--- src/rtl/compare_pkg.sv ---
// compare_pkg
// Shared definitions for the magnitude comparators: the one-hot result codes
// ({gt, lt, eq}) used by both the single-cycle 8-bit comparator and the
// multi-cycle compare_seq_n, and the sequencer state encoding.
package compare_pkg;

    localparam logic [2:0] CMP_GT   = 3'b100;
    localparam logic [2:0] CMP_LT   = 3'b010;
    localparam logic [2:0] CMP_EQ   = 3'b001;
    localparam logic [2:0] CMP_NONE = 3'b000;

    typedef enum logic [1:0] {
        IDLE = 2'd0,
        RUN  = 2'd1,
        DONE = 2'd2
    } state_e;

    // Width of the chunk index: clog2 of the chunk count, never below 1 bit.
    function automatic int idx_width(input int nchunk);
        return (nchunk > 1) ? $clog2(nchunk) : 1;
    endfunction

endpackage

--- src/rtl/compare_chunk.sv ---
// compare_chunk
// Purely combinational CHUNK-bit unsigned comparator.
// Ports:
//   a_i    CHUNK-bit operand A slice
//   b_i    CHUNK-bit operand B slice
//   res_o  one-hot result: CMP_GT, CMP_LT or CMP_EQ
module compare_chunk
    import compare_pkg::*;
#(
    parameter int CHUNK = 4
) (
    input  logic [CHUNK-1:0] a_i,
    input  logic [CHUNK-1:0] b_i,
    output logic [2:0]       res_o
);

    always_comb begin
        res_o = CMP_EQ;
        if (a_i > b_i) begin
            res_o = CMP_GT;
        end else if (a_i < b_i) begin
            res_o = CMP_LT;
        end
    end

endmodule

--- src/rtl/compare_seq_n.sv ---
// compare_seq_n
// Multi-cycle WIDTH-bit magnitude comparator, unsigned or two's-complement.
// Compares CHUNK bits per clock from the most significant chunk down and stops
// at the first chunk that differs.
// Ports:
//   iClk     clock, rising edge
//   iRst     synchronous active-high reset
//   iStart   request, accepted in IDLE or DONE
//   iSigned  1 = two's-complement compare (sampled with iStart)
//   iData_a  operand A (sampled with iStart)
//   iData_b  operand B (sampled with iStart)
//   oBusy    high while in RUN
//   oDone    one-cycle pulse when oData holds a fresh result
//   oData    {gt, lt, eq} one-hot result, 3'b000 while no result is valid
//
// state | meaning
// IDLE  | waiting for iStart, oData holds the last result
// RUN   | comparing chunk idx, stepping toward chunk 0 while chunks are equal
// DONE  | result registered, oDone pulse; a new iStart is accepted here
module compare_seq_n
    import compare_pkg::*;
#(
    parameter int WIDTH = 16,
    parameter int CHUNK = 4
) (
    input  logic             iClk,
    input  logic             iRst,
    input  logic             iStart,
    input  logic             iSigned,
    input  logic [WIDTH-1:0] iData_a,
    input  logic [WIDTH-1:0] iData_b,
    output logic             oBusy,
    output logic             oDone,
    output logic [2:0]       oData
);

    localparam int NCHUNK = WIDTH / CHUNK;
    localparam int IDXW   = idx_width(NCHUNK);
    localparam logic [IDXW-1:0] IDX_LAST = IDXW'(NCHUNK - 1);

    state_e            state_q, state_d;
    logic [WIDTH-1:0]  a_q, a_d;
    logic [WIDTH-1:0]  b_q, b_d;
    logic [IDXW-1:0]   idx_q, idx_d;
    logic [2:0]        data_q, data_d;

    logic [CHUNK-1:0]  a_chunk, b_chunk;
    logic [2:0]        chunk_res;
    logic [WIDTH-1:0]  sign_flip;

    // Flipping the MSB maps two's-complement onto offset binary, so the
    // chunk comparator only ever needs to do unsigned compares.
    assign sign_flip = {iSigned, {(WIDTH-1){1'b0}}};

    always_comb begin
        a_chunk = '0;
        b_chunk = '0;
        for (int i = 0; i < NCHUNK; i++) begin
            if (idx_q == IDXW'(i)) begin
                a_chunk = a_q[i*CHUNK +: CHUNK];
                b_chunk = b_q[i*CHUNK +: CHUNK];
            end
        end
    end

    compare_chunk #(
        .CHUNK (CHUNK)
    ) u_chunk (
        .a_i   (a_chunk),
        .b_i   (b_chunk),
        .res_o (chunk_res)
    );

    always_ff @(posedge iClk) begin
        if (iRst) begin
            state_q <= IDLE;
            a_q     <= '0;
            b_q     <= '0;
            idx_q   <= '0;
            data_q  <= CMP_NONE;
        end else begin
            state_q <= state_d;
            a_q     <= a_d;
            b_q     <= b_d;
            idx_q   <= idx_d;
            data_q  <= data_d;
        end
    end

    always_comb begin
        state_d = state_q;
        a_d     = a_q;
        b_d     = b_q;
        idx_d   = idx_q;
        data_d  = data_q;

        case (state_q)
            IDLE, DONE: begin
                if (iStart) begin
                    a_d     = iData_a ^ sign_flip;
                    b_d     = iData_b ^ sign_flip;
                    idx_d   = IDX_LAST;
                    data_d  = CMP_NONE;
                    state_d = RUN;
                end else begin
                    state_d = IDLE;
                end
            end
            RUN: begin
                if (chunk_res != CMP_EQ) begin
                    data_d  = chunk_res;
                    state_d = DONE;
                end else if (idx_q == '0) begin
                    data_d  = CMP_EQ;
                    state_d = DONE;
                end else begin
                    idx_d = idx_q - IDXW'(1);
                end
            end
            default: begin
                state_d = IDLE;
            end
        endcase
    end

    assign oBusy = (state_q == RUN);
    assign oDone = (state_q == DONE);
    assign oData = data_q;

endmodule
--- config.mk ---
export PLATFORM = sky130hd
export DESIGN_NAME = compare_seq_n
export DESIGN_NICKNAME = d
export VERILOG_FILES = /design/src/rtl/compare_pkg.sv /design/src/rtl/compare_chunk.sv /design/src/rtl/compare_seq_n.sv
export SDC_FILE = /design/constraint.sdc
export NUM_CORES = 1
export LEC_CHECK = 0
export ABC_AREA = 1
export BUFFER_PORTS_ARGS = -buffer_cell sky130_fd_sc_hd__buf_2
export CAP_MARGIN = 30
export CORE_ASPECT_RATIO = 1.1
export CORE_MARGIN = 2
export CORE_UTILIZATION = 35
export DETAILED_ROUTE_END_ITERATION = 16
export GPL_TIMING_DRIVEN = 1
export HOLD_SLACK_MARGIN = 0.03
export SETUP_SLACK_MARGIN = 0.5
export SLEW_MARGIN = 0
export SYNTH_ARGS = -nofsm -noshare
export SYNTH_HDL_FRONTEND = slang
export SYNTH_SLANG_ARGS = --single-unit
--- constraint.sdc ---
create_clock -name iClk -period 3.2 [get_ports iClk]
set_clock_uncertainty 0.1 [all_clocks]
set_input_delay 0.16 -clock iClk [delete_from_list [all_inputs] [get_ports iClk]]
set_output_delay 0.16 -clock iClk [all_outputs]
set_load 0.02 [all_outputs]
==> run metrics, run 1 <==
status=finished, final reports clean; Post-Syn Area per Cell=7.20 um^2; maximum clock rate=411 MHz; Leakage=1.15 nW; post-CTS setup buffer count=0; Worst Setup SP=idx_q[0]$_SDFFE_PP0P_; H-tree level count=2; GR peak layer=met2; reg-to-reg endpoint=idx_q[0]$_SDFFE_PP0P_; Rows=27; measured slew at the worst slew-check pin=0.904 ns; Post-DRT Antenna Nets=0; Crit path max-delay family=adder cells; chip width=73.0 um; Final HPWL DP=2850 um; Worst EP required=3.28 ns; Starting DRT DRC Count=87; initial antenna violation count=0; Clock Latency Late Sink=0.29 ns; Post-Synth Simple-Gate Area=0.279; RSZ-0062 raised after global routing=no; Num CTS Buffers=5; CP endpoint=idx_q[0]$_SDFFE_PP0P_; CORE AREA=5030 um^2; combinational share of power=0.236; Switching Power=0.000342 W; Area after DPL=2070 um^2; number of diodes=0; CP max stage cell=dfxtp_1; Critical Path AT=2.51 ns; share of layout cells above drive strength 1=0.198; sequential share of power=0.463; All-Layer GR Usage=0.155; number of port buffers=40; Ys Warns=0; Post-Syn Nets=299; drt first pass iters=4; largest net degree at the start of global routing=38; Final period util=0.761; crit path max fanout=10; Net Sw Frac=0.288; Crit. End Element=flop; post-route cell area=2480 um^2; post-synthesis sequential area ratio=0.425; wire length per cell=11.3 um; Setup TNS=0 ns; reg2reg start=idx_q[0]$_SDFFE_PP0P_; drc violations=0; Clock Power Share=0.300; Unique masters post-synth=18; clock sinks=39; GR Util met3=0.0341; Die Span Y=80.0 um; Worst Path Buf+Inv=2; Die ar.=5840 um^2; CP max stage delay=0.34 ns; Worst path most repeated cell=nand2_1; Internal=0.000844 W; Top Ports=41; Routed WL=4330 um; Post-Synth XOR/XNOR Area=0.00954; area growth from synthesis to layout=35.0%; post-synthesis compound-gate area fraction=0.175; Pwr Density=478 nW/um^2; worst hold start=iData_b[6]; vias in the first global route=1,596; Mapped Area=1840 um^2; vias=1,778; mux share of post-synthesis cell area=0; crit start category=flop; setup violators final=0; grt ovf=0; first-pass GRT wire length=7070 um; Max-Slew Margin vs Limit=0.397; endpoints failing hold=0; Gate Count Post-Synth=255; Max IR drop VDD=0.211 mV; M2 GR Usage=0.245; Max-Cap Viols=0; CP Class=reg -> reg; crit path cell chain=inv_1 -> ha_1 -> inv_2 -> nand3_1 -> o21ai_0 -> nand2_1 -> o21ai_0 -> ha_1 -> nand2_1 -> nand2_1 -> nand2_1 -> nand2_2 -> nand3_4 -> o21ai_0 -> nor2_1; Clock transition at path regs=0.07 ns; total stage count of the critical path=15; global routing usage on met1=0.199; fin. max-slew vios=0; Worst R2R Path Depth=15; Post-Synth Adder-Cell Area=0.0545; Worst Hold Class=in -> reg; root buf cell=clkbuf_8; clock tree buffer depth=2; #FFs+latches synth=39; final hold slack=0.0277 ns; main combinational cell family by area after synthesis=simple AND/OR/NAND/NOR gates; reg2reg setup slack=0.77 ns; Vias/cell=4.65; initial core utilization=0.365; TritonCTS clock tree=yes; fin crit period=2.43 ns; placer congestion estimate=0.799; Nets=367
-- cells by family (layout without fill, tap and decap cells) --
group	count (synthesis)	in the layout
AND/OR/NAND/NOR	118	118
AO/OA/AOI/OAI	62	62
flip-flops	39	39
adder cells (fa/ha/maj)	8	8
buffers and inverters	26	95
XOR/XNOR	2	2
-- worst min path at each step --
stage,end,slack [ns],cells past startpoint
2_1_floorplan,state_q[0]$_SDFFE_PP0P_,0.13,1
3_3_place_gp,state_q[1]$_SDFFE_PP0P_,0.26,2
3_5_place_dp,state_q[0]$_SDFFE_PP0P_,0.26,2
4_1_cts,b_q[6]$_SDFFE_PP0P_,0.03,3
5_1_grt,b_q[6]$_SDFFE_PP0P_,0.05,3
6_report,b_q[6]$_SDFFE_PP0P_,0.03,3
-- metal layers --
| metal | routed length [um] | up-vias |
|---|---|---|
| met4 | 87 | 0 |
| met5 | 0 | - |
| met2 | 1890 | 33 |
| met3 | 140 | 7 |
| met1 | 2220 | 772 |
| li1 | - | 966 |
-- flip-flops by register name, summed over array words and instances (netlist names) --
register / cells
b_q: 16
oData: 3
idx_q: 2
a_q: 16
state_q: 2
-- cells in the mapped netlist --
cell       n  area, um^2
nor2_4     3        33.8
inv_2      3        11.3
clkbuf_1   5        18.8
xnor2_1    2        17.5
o21ai_0   42         210
o31ai_1    2        15.0
nand2_2    6        37.5
a21oi_1   16        80.1
ha_1       8         100
inv_1     12        45.0
o211ai_1   2        15.0
nand3_1   11        55.1
dfxtp_1   39         781
nand3_4    1        17.5
nor3b_1    1        7.51
buf_2      6        30.0
nor2_1    76         285
nand2_1   20        75.1
-- through the flow --
stage                util  instances  setup slack (ns)  total power [W]
finish              0.492        382             0.766          0.00119
global route        0.492        382             0.527          0.00126
CTS                 0.490        381             0.659          0.00120
detailed placement  0.411        343             0.683         0.000811
global placement    0.411        343             0.778         0.000804
floorplan               -        255             0.954         0.000741
-- what timing repair did --
item / CTS / global route
hold endpoints to repair: 31 / 0
resized for setup: 0 / 2
setup endpoints to repair: 0 / 5
hold buffers: 30 / 0
-- cells in the final DEF, fill, tap and decap left out --
cell type      Yosys  final
a21oi_1           16     16
buf_2              6     40
buf_4              0      1
clkbuf_1           5      1
clkbuf_8           0      7
clkinvlp_2         0      1
dfxtp_1           39     39
dlygate4sd3_1      0     30
ha_1               8      6
ha_2               0      2
inv_1             12     12
inv_2              3      3
nand2_1           20     20
nand2_2            6      6
nand3_1           11     11
nand3_4            1      1
nor2_1            76     76
nor2_4             3      3
nor3b_1            1      1
o211ai_1           2      2
o21ai_0           42     42
o31ai_1            2      2
xnor2_1            2      2
-- area by class of cell --
class                      count  area [um^2]
timing repair inverter         1         5.00
timing repair buffer          71          508
tap                           58         72.6
fill                         524         2560
inverter                      15         56.3
multi-input combinational    190          955
sequential                    39          781
clock buffer                   8          100
-- worst min-delay path, cell delays in order --
cell    delay [ns]
buf_2         0.08
nor2_1        0.04
nor2_1        0.10
-- power groups by stage --
stage / Combinational [W] / Clock, W / Sequential, W
after floorplan: 0.000185 / 0 / 0.000556
after global placement: 0.000244 / 0 / 0.000560
after detailed placement: 0.000252 / 0 / 0.000559
after CTS: 0.000281 / 0.000370 / 0.000549
after global routing: 0.000317 / 0.000391 / 0.000553
final: 0.000280 / 0.000356 / 0.000549
Power figures use the tool's default switching activity.
==> run 2, diff against run 1 <==
--- a/config.mk
+++ b/config.mk
@@ -5,7 +5,7 @@
 export SDC_FILE = /design/constraint.sdc
 export NUM_CORES = 1
 export LEC_CHECK = 0
-export ABC_AREA = 1
+export ABC_AREA = 0
 export BUFFER_PORTS_ARGS = -buffer_cell sky130_fd_sc_hd__buf_2
 export CAP_MARGIN = 30
 export CORE_ASPECT_RATIO = 1.1
==> constraint.sdc (replaced) <==
create_clock -name iClk -period 2.2 [get_ports iClk]
set_clock_uncertainty 0.1 [all_clocks]
set_input_delay 0.11 -clock iClk [delete_from_list [all_inputs] [get_ports iClk]]
set_output_delay 0.11 -clock iClk [all_outputs]
set_load 0.02 [all_outputs]
==> run 2 against run 1 <==
Effect of this change: the flow now finishes with violations (negative setup slack); largest cell class unchanged; flip-flop and latch count unchanged; worst setup slack got worse by 1.0 ns; synthesized cell count decreased by 7.8%; cell count decreased by 3.1%; largest power group unchanged; clock-buffer cell count decreased by 1; final area increased by 6.2%; non-clock buffer count increased by 14; via count increased by 0.56%; die area decreased by 0.77%; critical endpoint is now oData[1]$_SDFFE_PP0P_; first-iteration DRC count decreased by 53%.
==> run metrics, run 2 <==
status=complete, but fails checks; failing checks=negative setup slack; worst hold start=iSigned; synth cell count leaders=nand2_1 (76), a21oi_1 (45), dfxtp_1 (39); chip width=72.8 um; Worst EP required=2.28 ns; vias in the first global route=1,723; EDFF count, synth=0; #FFs+latches synth=39; maximum clock rate=404 MHz; Post-DRT Antenna Nets=0; Worst Hold Class=in -> reg; asr flop ratio synth=0; Final HPWL DP=3030 um; combinational share of power=0.262; wire length per cell=11.9 um; endpoints failing hold=0; Die Span Y=79.6 um; H-tree level count=2; Nets=355; crit path cell chain=inv_4 -> ha_4 -> and3b_1 -> a21oi_1 -> o21ai_1 -> mux2i_1 -> ha_1 -> a21oi_2 -> a311oi_4 -> o21a_1 -> a22o_1; share of layout cells above drive strength 1=0.250; total power=0.00179 W; reg2reg start=idx_q[1]$_SDFFE_PP0P_; Routed WL=4400 um; initial antenna violation count=0; reg-to-reg endpoint=oData[1]$_SDFFE_PP0P_; clock tree buffer depth=2; most instantiated library cell after synthesis=nand2_1; grt ovf=0; Starting DRT DRC Count=41; Net Sw Frac=0.287; number of diodes=0; Max-Cap Viols=0; RSZ-0062 raised after global routing=yes; Unique masters post-synth=28; Vias/cell=4.83; WHS Path Cells=3; crit start category=flop; fin cells=370; Mapped Area=1820 um^2; Top Ports=41; Area after DPL=2190 um^2; crit path setup slack, layout=-0.274 ns; setup violators final=7; most frequent cells in the layout=nand2_1 (76), a21oi_1 (41), buf_2 (40); Max-Slew Margin vs Limit=0.740; vias=1,788; Crit. End Element=flop; first-pass GRT wire length=7530 um; drc violations=0; post-synthesis sequential area ratio=0.429; Worst R2R Path Depth=11; Clock transition at path regs=0.07 ns; Num CTS Buffers=5; CORE AREA=5000 um^2; Post-Syn Area per Cell=7.75 um^2; number of port buffers=40; hold path endpoint=a_q[15]$_SDFFE_PP0P_; Final period util=1.12; top-area cell type share of the netlist area=0.429; sequential share of power=0.441; top_reg_cell synth=dfxtp_1; Rows=27; Gate Count Post-Synth=235; initial core utilization=0.364; clock sinks=39; All-Layer GR Usage=0.165; CP max stage delay=0.37 ns; Post-Syn Nets=279; Leakage=1.09 nW; Ys Warns=0; area growth from synthesis to layout=44.5%; post-route cell area=2630 um^2; Max IR drop VDD=0.430 mV; largest area contributor in the netlist=dfxtp_1; Switching Power=0.000515 W; crit path max fanout=15; fin crit period=2.47 ns; reg2reg setup slack=-0.27 ns; drt first pass iters=4; measured slew at the worst slew-check pin=0.390 ns; pre-CTS WS=-0.325 ns; CP Class=reg -> reg; largest net degree at the start of global routing=33; root buf cell=clkbuf_8; Die ar.=5800 um^2; Area contributors post-synth=dfxtp_1 (43%), nand2_1 (16%), a21oi_1 (12%); TritonCTS clock tree=yes; placer congestion estimate=0.885; Internal=0.00128 W; commonest non-fill, non-tap cell in the layout=nand2_1; CP max stage cell=dfxtp_4; Critical Path AT=2.55 ns; fin. max-slew vios=0; Clock Latency Late Sink=0.29 ns; Pwr Density=681 nW/um^2; placed cell count=330; Clock Power Share=0.297
-- run 2: cell types whose count changed after synthesis, sizes merged, moves of 3 or more --
cell,change
buf,-3
nand2b,+3
inv,-10
a21oi,+29
nor2,-75
a211oi,+3
mux2i,+4
nand3b,+4
nand2,+50
nand3,-12
and3b,+4
clkbuf,+8
o21ai,-34
-- run 2: kinds of logic (layout without fill, tap and decap cells) --
| kind of cell | after synthesis | count (layout) | synth area share |
|---|---|---|---|
| multiplexers | 4 | 4 | 0.0220 |
| XOR/XNOR | 2 | 2 | 0.00962 |
| flip-flops | 39 | 39 | 0.429 |
| buffers and inverters | 21 | 98 | 0.0440 |
| AND/OR/NAND/NOR | 96 | 96 | 0.233 |
| AO/OA/AOI/OAI | 65 | 65 | 0.208 |
| adder cells (fa/ha/maj) | 8 | 8 | 0.0550 |
-- run 2: worst max-delay path: cells and delay by family (launching register included) --
family                   cells  cell delay, ns
AO/OA/AOI/OAI                6            0.97
adder cells (fa/ha/maj)      2            0.50
flip-flops                   1            0.37
AND/OR/NAND/NOR              1            0.19
multiplexers                 1            0.14
buffers and inverters        1            0.08
-- run 2: cell type report --
class | count | area (um^2)
clock buffer | 7 | 96.3
clock inverter | 1 | 6.26
fill | 483 | 2370
inverter | 5 | 23.8
multi-input combinational | 175 | 1010
sequential | 39 | 788
tap | 58 | 72.6
timing repair buffer | 85 | 631
-- run 2: what timing repair did --
item,4_1_cts,5_1_grt
setup endpoints to repair,7,7
hold endpoints to repair,32,0
gates resized for setup,4,3
setup buffers,0,0
pin swaps,3,4
hold buffers,32,0
-- run 2: routing by layer --
| metal | GRT usage | wire length, um | up-vias |
|---|---|---|---|
| li1 | - | - | 946 |
| met1 | 0.200 | 2060 | 806 |
| met2 | 0.288 | 2150 | 32 |
| met3 | 0.0303 | 134 | 4 |
| met4 | 0.0556 | 48 | 0 |
| met5 | 0 | 0 | - |
-- run 2: metrics by stage --
step / hold slack [ns] / util / TNS, ns
4_1_cts: 0.0394 / 0.524 / -1.71
3_3_place_gp: 0.254 / 0.438 / -1.71
3_5_place_dp: 0.257 / 0.438 / -1.98
2_1_floorplan: 0.146 / - / -0.688
6_report: 0.0480 / 0.526 / -1.51
5_1_grt: 0.0459 / 0.526 / -2.48
-- run 2: worst max-delay path by stage --
| stage | startpoint | end | slack [ns] |
|---|---|---|---|
| 2_1_floorplan | idx_q[0]$_SDFFE_PP0P_ | oData[1]$_SDFFE_PP0P_ | -0.18 |
| 3_3_place_gp | idx_q[0]$_SDFFE_PP0P_ | idx_q[1]$_SDFFE_PP0P_ | -0.28 |
| 3_5_place_dp | idx_q[0]$_SDFFE_PP0P_ | idx_q[1]$_SDFFE_PP0P_ | -0.32 |
| 4_1_cts | idx_q[1]$_SDFFE_PP0P_ | idx_q[1]$_SDFFE_PP0P_ | -0.29 |
| 5_1_grt | idx_q[1]$_SDFFE_PP0P_ | oData[1]$_SDFFE_PP0P_ | -0.41 |
| 6_report | idx_q[1]$_SDFFE_PP0P_ | oData[1]$_SDFFE_PP0P_ | -0.27 |
-- run 2: power by group through the flow --
stage / registers [W] / clock network (W) / logic, W
6_report: 0.000790 / 0.000532 / 0.000469
4_1_cts: 0.000791 / 0.000550 / 0.000473
3_5_place_dp: 0.000806 / 0 / 0.000425
5_1_grt: 0.000796 / 0.000578 / 0.000525
2_1_floorplan: 0.000803 / 0 / 0.000289
3_3_place_gp: 0.000805 / 0 / 0.000421
